===== config.mk =====
export PLATFORM = sky130hd
export DESIGN_NAME = permute_host
export DESIGN_NICKNAME = d
export VERILOG_FILES = /design/src/rtl/permute_pkg.sv /design/src/rtl/frame_buf.sv /design/src/rtl/permute_host.sv
export SDC_FILE = /design/constraint.sdc
export NUM_CORES = 2
export LEC_CHECK = 0
export CORE_MARGIN = 2
export CORE_UTILIZATION = 45
export CTS_BUF_LIST = sky130_fd_sc_hd__clkbuf_4 sky130_fd_sc_hd__clkbuf_8 sky130_fd_sc_hd__clkbuf_16
export DETAILED_ROUTE_END_ITERATION = 6
export GPL_TIMING_DRIVEN = 0
export RECOVER_POWER = 100
export SYNTH_ARGS = -nofsm -noshare
export SYNTH_HDL_FRONTEND = slang
export SYNTH_SLANG_ARGS = --single-unit

===== constraint.sdc =====
create_clock -name clk -period 4.53 [get_ports clk]
set_input_delay 1.359 -clock clk [delete_from_list [all_inputs] [get_ports clk]]
set_output_delay 1.359 -clock clk [all_outputs]
set_load 0.01 [all_outputs]

===== src/rtl/permute_pkg.sv =====
// Shared constants, state encoding and helpers for the permute host.
package permute_pkg;

    localparam int unsigned FRAME_LEN = 64;
    localparam int unsigned CNT_W     = 7;
    localparam int unsigned IDX_W     = 6;

    typedef enum logic [1:0] {
        StFill,
        StStart,
        StRun,
        StDrain
    } host_state_e;

    // True when the counter is about to take its last frame step.
    function automatic logic cnt_last(input logic [CNT_W-1:0] cnt);
        return cnt == CNT_W'(FRAME_LEN - 1);
    endfunction

    function automatic logic cnt_full(input logic [CNT_W-1:0] cnt);
        return cnt == CNT_W'(FRAME_LEN);
    endfunction

endpackage


===== src/rtl/frame_buf.sv =====
// One-frame register array: a synchronous write port and a combinational read port.
module frame_buf
    import permute_pkg::*;
#(
    parameter int unsigned W = 32
) (
    input  logic             clk,
    input  logic             we_i,
    input  logic [IDX_W-1:0] waddr_i,
    input  logic [W-1:0]     wdata_i,
    input  logic [IDX_W-1:0] raddr_i,
    output logic [W-1:0]     rdata_o
);

    // Contents are deliberately not reset.
    logic [W-1:0] mem_q [FRAME_LEN];

    always_ff @(posedge clk) begin
        if (we_i) begin
            mem_q[waddr_i] <= wdata_i;
        end
    end

    assign rdata_o = mem_q[raddr_i];

endmodule


===== src/rtl/permute_host.sv =====
// Host-side responder for the permute core: fills a frame, starts the core, serves reads,
// captures results and drains them. Define PERMUTE_HOST_CHK_EN for the err_o protocol checker.
module permute_host
    import permute_pkg::*;
#(
    parameter int unsigned W = 32
) (
    input  logic         clk,
    input  logic         rst,
    input  logic         in_valid_i,
    output logic         in_ready_o,
    input  logic [W-1:0] in_data_i,
    output logic         out_valid_o,
    input  logic         out_ready_i,
    output logic [W-1:0] out_data_o,
    output logic         start_o,
    output logic [W-1:0] core_din_o,
    input  logic         core_read_i,
    input  logic         core_ready_i,
    input  logic [W-1:0] core_dout_i,
    input  logic         core_total_ready_i,
    output logic         busy_o
`ifdef PERMUTE_HOST_CHK_EN
    ,
    output logic         err_o
`endif
);

    host_state_e state_q, state_d;

    logic [CNT_W-1:0] wr_cnt_q, wr_cnt_d;
    logic [CNT_W-1:0] rd_cnt_q, rd_cnt_d;
    logic [CNT_W-1:0] res_cnt_q, res_cnt_d;
    logic [CNT_W-1:0] drn_cnt_q, drn_cnt_d;

    logic             in_we;
    logic             out_we;
    logic [IDX_W-1:0] in_raddr;

    always_comb begin
        state_d     = state_q;
        wr_cnt_d    = wr_cnt_q;
        rd_cnt_d    = rd_cnt_q;
        res_cnt_d   = res_cnt_q;
        drn_cnt_d   = drn_cnt_q;
        in_ready_o  = 1'b0;
        out_valid_o = 1'b0;
        start_o     = 1'b0;
        busy_o      = 1'b0;
        in_we       = 1'b0;
        out_we      = 1'b0;

        unique case (state_q)
            StFill: begin
                in_ready_o = 1'b1;
                if (in_valid_i) begin
                    in_we    = 1'b1;
                    wr_cnt_d = wr_cnt_q + CNT_W'(1);
                    if (cnt_last(wr_cnt_q)) begin
                        state_d = StStart;
                    end
                end
            end
            StStart: begin
                busy_o = 1'b1;
                if (core_total_ready_i) begin
                    start_o   = 1'b1;
                    rd_cnt_d  = '0;
                    res_cnt_d = '0;
                    state_d   = StRun;
                end
            end
            StRun: begin
                busy_o = 1'b1;
                // Reads past the frame end are not counted so the index never wraps silently.
                if (core_read_i && !cnt_full(rd_cnt_q)) begin
                    rd_cnt_d = rd_cnt_q + CNT_W'(1);
                end
                if (core_ready_i) begin
                    out_we    = 1'b1;
                    res_cnt_d = res_cnt_q + CNT_W'(1);
                    if (cnt_last(res_cnt_q)) begin
                        state_d = StDrain;
                    end
                end
            end
            StDrain: begin
                out_valid_o = 1'b1;
                if (out_ready_i) begin
                    drn_cnt_d = drn_cnt_q + CNT_W'(1);
                    if (cnt_last(drn_cnt_q)) begin
                        wr_cnt_d  = '0;
                        rd_cnt_d  = '0;
                        res_cnt_d = '0;
                        drn_cnt_d = '0;
                        state_d   = StFill;
                    end
                end
            end
            default: begin
                state_d = StFill;
            end
        endcase
    end

    always_ff @(posedge clk or posedge rst) begin
        if (rst) begin
            state_q   <= StFill;
            wr_cnt_q  <= '0;
            rd_cnt_q  <= '0;
            res_cnt_q <= '0;
            drn_cnt_q <= '0;
        end else begin
            state_q   <= state_d;
            wr_cnt_q  <= wr_cnt_d;
            rd_cnt_q  <= rd_cnt_d;
            res_cnt_q <= res_cnt_d;
            drn_cnt_q <= drn_cnt_d;
        end
    end

    // Outside RUN the core sees word 0 of the frame.
    assign in_raddr = (state_q == StRun) ? rd_cnt_q[IDX_W-1:0] : '0;

    frame_buf #(
        .W (W)
    ) u_inbuf (
        .clk     (clk),
        .we_i    (in_we),
        .waddr_i (wr_cnt_q[IDX_W-1:0]),
        .wdata_i (in_data_i),
        .raddr_i (in_raddr),
        .rdata_o (core_din_o)
    );

    frame_buf #(
        .W (W)
    ) u_outbuf (
        .clk     (clk),
        .we_i    (out_we),
        .waddr_i (res_cnt_q[IDX_W-1:0]),
        .wdata_i (core_dout_i),
        .raddr_i (drn_cnt_q[IDX_W-1:0]),
        .rdata_o (out_data_o)
    );

`ifdef PERMUTE_HOST_CHK_EN
    logic err_q, err_d;
    logic first_run_q;

    always_comb begin
        err_d = err_q;
        if (state_q == StRun) begin
            if (core_read_i && cnt_full(rd_cnt_q)) begin
                err_d = 1'b1;
            end
            if (core_ready_i && (res_cnt_q >= rd_cnt_q)) begin
                err_d = 1'b1;
            end
            // The core may still report idle in the cycle right after start.
            if (core_total_ready_i && !first_run_q) begin
                err_d = 1'b1;
            end
        end else if (core_read_i || core_ready_i) begin
            err_d = 1'b1;
        end
    end

    always_ff @(posedge clk or posedge rst) begin
        if (rst) begin
            err_q       <= 1'b0;
            first_run_q <= 1'b0;
        end else begin
            err_q       <= err_d;
            first_run_q <= start_o;
        end
    end

    assign err_o = err_q;
`endif

endmodule


# --- Word-level counts from Yosys, hierarchy flattened ---
# Memory sizes are Yosys's and may differ from the RTL's.
# Cells that the tools add are included.
word_totals:
  reg_bits: 30
  ramBits: 4096
  wordCells: 69
  n_memories: 2
classes:
  add_sub_neg: 4
  n_eq_ne: 15
  muxes: 32
  n_reduce_logical: 11
memory_table:
  columns: ["memory", "depth", "word_bits", "read_ports", "rd_clocked_by_memory_dff", "wr", "line_no", "text"]
  rows:
  - ["u_inbuf.mem_q", 64, 32, 1, 0, 1, "frame_buf.sv:16", "logic [W-1:0] mem_q [FRAME_LEN];"]
  - ["u_outbuf.mem_q", 64, 32, 1, 0, 1, "frame_buf.sv:16", null]
ops:
  columns: ["cell", "n"]
  rows:
  - ["7-bit 2-to-1 mux", 7]
  - ["7-bit case mux with 3 select lines", 2]
  - ["7-bit by 1-bit adder with 7-bit output, second input constant", 4]
  - ["7-bit by 6-bit equality test with 1-bit output, second input constant", 3]
  - ["2-bit != test, second input constant", 8]
  - ["2-bit 2-to-1 mux", 7]
  - ["7-bit case mux with 2 select lines", 1]
  - ["1-bit 2-to-1 mux", 13]
  - ["5-bit AND reduction", 2]
  - ["2-bit case mux with 4 select lines", 1]
  - ["7-bit equality test, second input constant", 1]
  - ["7-bit AND reduction", 1]
  - ["6-bit 2-to-1 mux", 1]
  - ["2-bit equality test, second input constant", 2]
  - ["4-bit AND reduction", 1]
  - ["3-bit nonzero test", 1]
  - ["2-bit by 1-bit equality test with 1-bit output, second input constant", 1]
  - ["2-bit logical NOT", 1]
  - ["2-bit AND reduction", 1]
  - ["2-bit nonzero test", 1]
  - ["2-bit OR reduction", 1]
  - ["1-bit logical AND", 1]
  - ["1-bit logical NOT", 1]

# --- Depth between registers and ports, before layout ---
depth:
  depth_word: 5
  ltp_mapped: 12
  mapped_depth_nobuf: 7

# --- Modules after synthesis ---
# From an unflattened synthesis, not the netlist that was laid out.
unflattened:
  cells_unflattened: 6779
  area_unflattened_um2: 157611.2
modules_own_cells:
  columns: ["mod", "n_inst", "cells_each", "area_each_um2", "seq_area_each_um2"]
  rows:
  - ["frame_buf", 2, 3292, 77874.7, 61499.0]
  - ["permute_host", 1, 195, 1861.8, 750.7]

# --- Least setup slack after synthesis ---
# OpenSTA, ideal clock, no wires.
synth_timing:
  path_kind: "register -> output"
  start: "register state_q[0]"
  end: "output core_din_o[10]"
  t_arrival_ps: 2425
  t_required_ps: 3171
  slack_ps: 746
  path_stages_with_launch: 10
  path_buffers: 3
  path_cell_list: "dfrtp_1 inv_1 ha_1 buf_2 nand2_4 buf_4 buf_2 mux4_2 a2111oi_0 nor4_1"
synth_via:
  elab_chain_len: 3
synth_lines:
  columns: ["element", "line_no", "text"]
  rows:
  - ["start, declared", "permute_host.sv:29", "host_state_e state_q, state_d;"]
  - ["start signal, assigned", "permute_host.sv:108", "state_q <= StFill;"]
  - ["start signal, assigned", "permute_host.sv:114", "state_q <= state_d;"]
  - ["2-bit equality test", "permute_host.sv:123", "assign in_raddr = (state_q == StRun) ? rd_cnt_q[IDX_W-1:0] : '0;"]
  - ["6-bit 2-to-1 mux", "permute_host.sv:123", null]
  - ["memory read 64 x 32 bit", null, null]
  - ["end, declared", "permute_host.sv:17", "output logic [W-1:0] core_din_o,"]
# No other way between the ends.

# --- Final worst setup path ---
layout_timing:
  start: "register drn_cnt_q[5]"
  end: "output out_data_o[19]"
layout_via:
  elab_chain_len: 1
layout_lines:
  columns: ["element", "line_no", "text"]
  rows:
  - ["start, declared", "permute_host.sv:34", "logic [CNT_W-1:0] drn_cnt_q, drn_cnt_d;"]
  - ["start signal, assigned", "permute_host.sv:118", "drn_cnt_q <= drn_cnt_d;"]
  - ["memory read 64 x 32 bit", null, null]
  - ["end, declared", "permute_host.sv:15", "output logic [W-1:0] out_data_o,"]
# No other way between the ends.

==> flow_metrics.tcl <==
set metrics [dict create \
    synth_enable_flop_cells 4096 \
    p_per_area_nw_per_um2 507 \
    synthTopCellsByCount "edfxtp_1 (4096), mux4_2 (842), mux2i_1 (256), nor2_1 (235), clkbuf_1 (222)" \
    rows 217 \
    final_max_slew_viol_count 3753 \
    path_clk_slew_ps 60 \
    routed_wl_um 498000 \
    status "finished with violations" \
    regArea_um2 124000 \
    dpl.hpwl_um 328000 \
    synthAdderAreaFrac_pct 0.0790 \
    pwr-share-comb_pct 22.4 \
    rsz0062_at_grt "true" \
    synth.top_cell.area_share_pct 77.6 \
    internal-power_uw 71900 \
    cts_tree "yes" \
    htree_levels 5 \
    ir_worst_vdd_mv 0.454 \
    grt_pass1_vias 84100 \
    period_share_pct 121 \
    power_frac_seq_pct 43.2 \
    routed_via_density 6.35 \
    num_io_pins 139 \
    yosys_warnings 0 \
    drt_first_iter_violations 11900 \
    drive_gt1_share_pct 35.3 \
    synth.area.mux_share_pct 13.6 \
    syn2layout_area_growth_pct 22.5 \
    synth_top_family_by_area "multiplexers" \
    p_switching_uw 26600 \
    path_cells "nand2_1 -> clkbuf_1 -> nor3_2 -> or3_4 -> buf_6" \
    multi_input_area_um2 37600 \
    grt_overflow 0 \
    place_congestion 0.883 \
    start_util_pct 45.3 \
    hold_class "flip-flop to flip-flop" \
    synthDistinctLibCells 78 \
    cp-start-kind "flip-flop" \
    critPathKind "flip-flop to primary output" \
    synth_largest_area_cell "edfxtp_1" \
    synthFlopType "edfxtp_1" \
    max_freq_ghz 0.183 \
    setup_violations 64 \
    yosysMostFrequentCell "edfxtp_1" \
    clock_path_buffers 4 \
    grt_antenna_before_repair 18 \
    crit_required_ps 3170 \
    ys_seq_elements 4126 \
    cpPeakStageDelay_ps 940 \
    fin_total_pwr_uw 98500 \
    cts_buffers 419 \
    max_cap_viol_count 87 \
    layout.nets 8649 \
    tightest_slew_ps 3990 \
    avgRoutedWirePerCell_um 36.8 \
    synth_top_cells_by_area "edfxtp_1 (78%), mux4_2 (12%), mux2i_1 (1.6%)" \
    grt_usage_pct 27.3 \
    worst_path_max_delay_cell "clkbuf_1" \
    numPortBuffers 138 \
    fin_worst_skew_ps 53.1 \
    fin_cells 13500 \
    async_reset_ff_share_pct 0.727 \
    die_width_um 597 \
    hold_viol 0 \
    seq_area_frac_synth_pct 78.1 \
    worstPathArrival_ps 4110 \
    leakagePower_uw 0.0613 \
    antenna_left 0 \
    synth-xor-area-share_pct 0.0498 \
    period_needed_ps 5470 \
    fin_ws_ps -944 \
    synth_compound_area_share_pct 4.17 \
    fillerInstances 25800 \
    place_ws_ps -2950 \
    via_count 85800 \
    avgSynthCellArea_um2 21.2 \
    grt_max_degree 65 \
    die-height_um 597 \
    slew_headroom_pct -166 \
    syn_nets 7561 \
    grt_pass1_wl_um 674000 \
    clockRootBuffer "clkbuf_16" \
    swShare_pct 27.0 \
    synth-simple-area-share_pct 2.49 \
    end_kind "primary output" \
    coreArea_um2 350000 \
    clkPwrFrac_pct 34.4 \
    drc 8 \
    post-route-util_pct 55.5 \
    cts.sinks 4126 \
    worstPathMaxFanout 10 \
    syn_area_um2 158000 \
    dp_cells 12500 \
    dr.pass1.iters 7 \
    clk_latency_ps 980 \
    netlist_instances 7480 \
    failed_checks "design-rule violations, max-capacitance violations, max-slew violations, negative setup slack" \
    dieArea_um2 357000 \
]
what timing repair did:
action | 4_1_cts | 5_1_grt
setup endpoints to repair | 814 | 177
cloned | 16 | 15
gates resized for setup | 1773 | 379
buffers inserted | 165 | 116
pin swaps | 159 | 162
endpoints found under the hold margin | 0 | 0
hold buffers | 0 | 0
power groups by stage:
stage	sequential [uW]	clock, uW	combinational (uW)
2_1_floorplan	43200	0	9500
3_3_place_gp	43400	0	15900
3_5_place_dp	43200	0	16500
4_1_cts	42400	34200	20700
5_1_grt	42500	35600	22700
6_report	42500	33900	22100
final timing paths:
kind                               from                      to  slack [ps]  cells after the start
setup / recovery           drn_cnt_q[5]          out_data_o[19]        -940                      5
max in group asynchronous           rst            drn_cnt_q[5]        2000                      2
hold reg to reg             wr_cnt_q[6]             wr_cnt_q[6]         550                      2
min in group asynchronous           rst            res_cnt_q[4]        1470                      2
setup reg to reg             state_q[0]  u_outbuf.mem_q[51][16]          60                     12
hold / removal              wr_cnt_q[6]             wr_cnt_q[6]         550                      2
flip-flops by register name, summed over array words and instances (netlist names):
register / cells
drn_cnt_q: 7
rd_cnt_q: 7
res_cnt_q: 7
state_q: 2
u_inbuf.mem_q: 2048
u_outbuf.mem_q: 2048
wr_cnt_q: 7
logic make-up after synthesis:
logic type	after synthesis
buffers and inverters	478
adder cells (fa/ha/maj)	10
AO/OA/AOI/OAI	957
flip-flops	4126
XOR/XNOR	9
AND/OR/NAND/NOR	793
multiplexers	1107
area by class of cell:
class	count	share of cell area, %
diodes	10	0.0129
flip-flops and latches	4126	63.8
clock inverters	257	1.11
clock buffers	510	5.79
plain buffers	437	2.52
inverters	18	0.0380
repair buffers	689	4.43
well taps	4599	2.96
multi-input cells	2877	19.4
critical path, delay by kind of cell, from the launching register on:
kind | cells | cell delay, ps
buf+inv | 2 | 1090
simple gates | 3 | 1480
flops | 1 | 570
layer usage:
layer / vias up / share of wire (%) / global-route usage, %
li1: 33800 / - / -
met1: 46100 / 37 / 36.1
met2: 4861 / 48 / 44.4
met3: 1031 / 9.0 / 4.15
met4: 10 / 6.1 / 13.5
met5: - / 0.013 / 0
through the flow:
step           instance area (um2)  setup TNS, ps  hold slack, ps
6_report                    194000         -45780             550
5_1_grt                     194000         -46140             580
4_1_cts                     193000         -46540             548
3_5_place_dp                171000        -395890             535
3_3_place_gp                166000       -9019970             525
2_1_floorplan               158000              0             502
placed cells by master (no fill, tap or decap), types with 45 or more instances in the layout:
cell and instances:
clkinv_2 86, o22ai_2 63, buf_2 67, clkbuf_2 85, mux4_2 842, o21ai_0 109
buf_8 48, mux2i_1 235, clkbuf_16 443, a21boi_0 124, clkbuf_1 163, nor2_4 146
and3_1 131, nor4_4 45, o22ai_1 95, o211ai_1 59, nand2_1 154, a21oi_1 74
nor2_1 79, buf_6 117, a22oi_2 83, clkbuf_4 135, a22o_1 45, clkinv_1 109
buf_12 247, buf_4 206, edfxtp_1 4096, buf_16 80
Power figures use the tool's default switching activity.
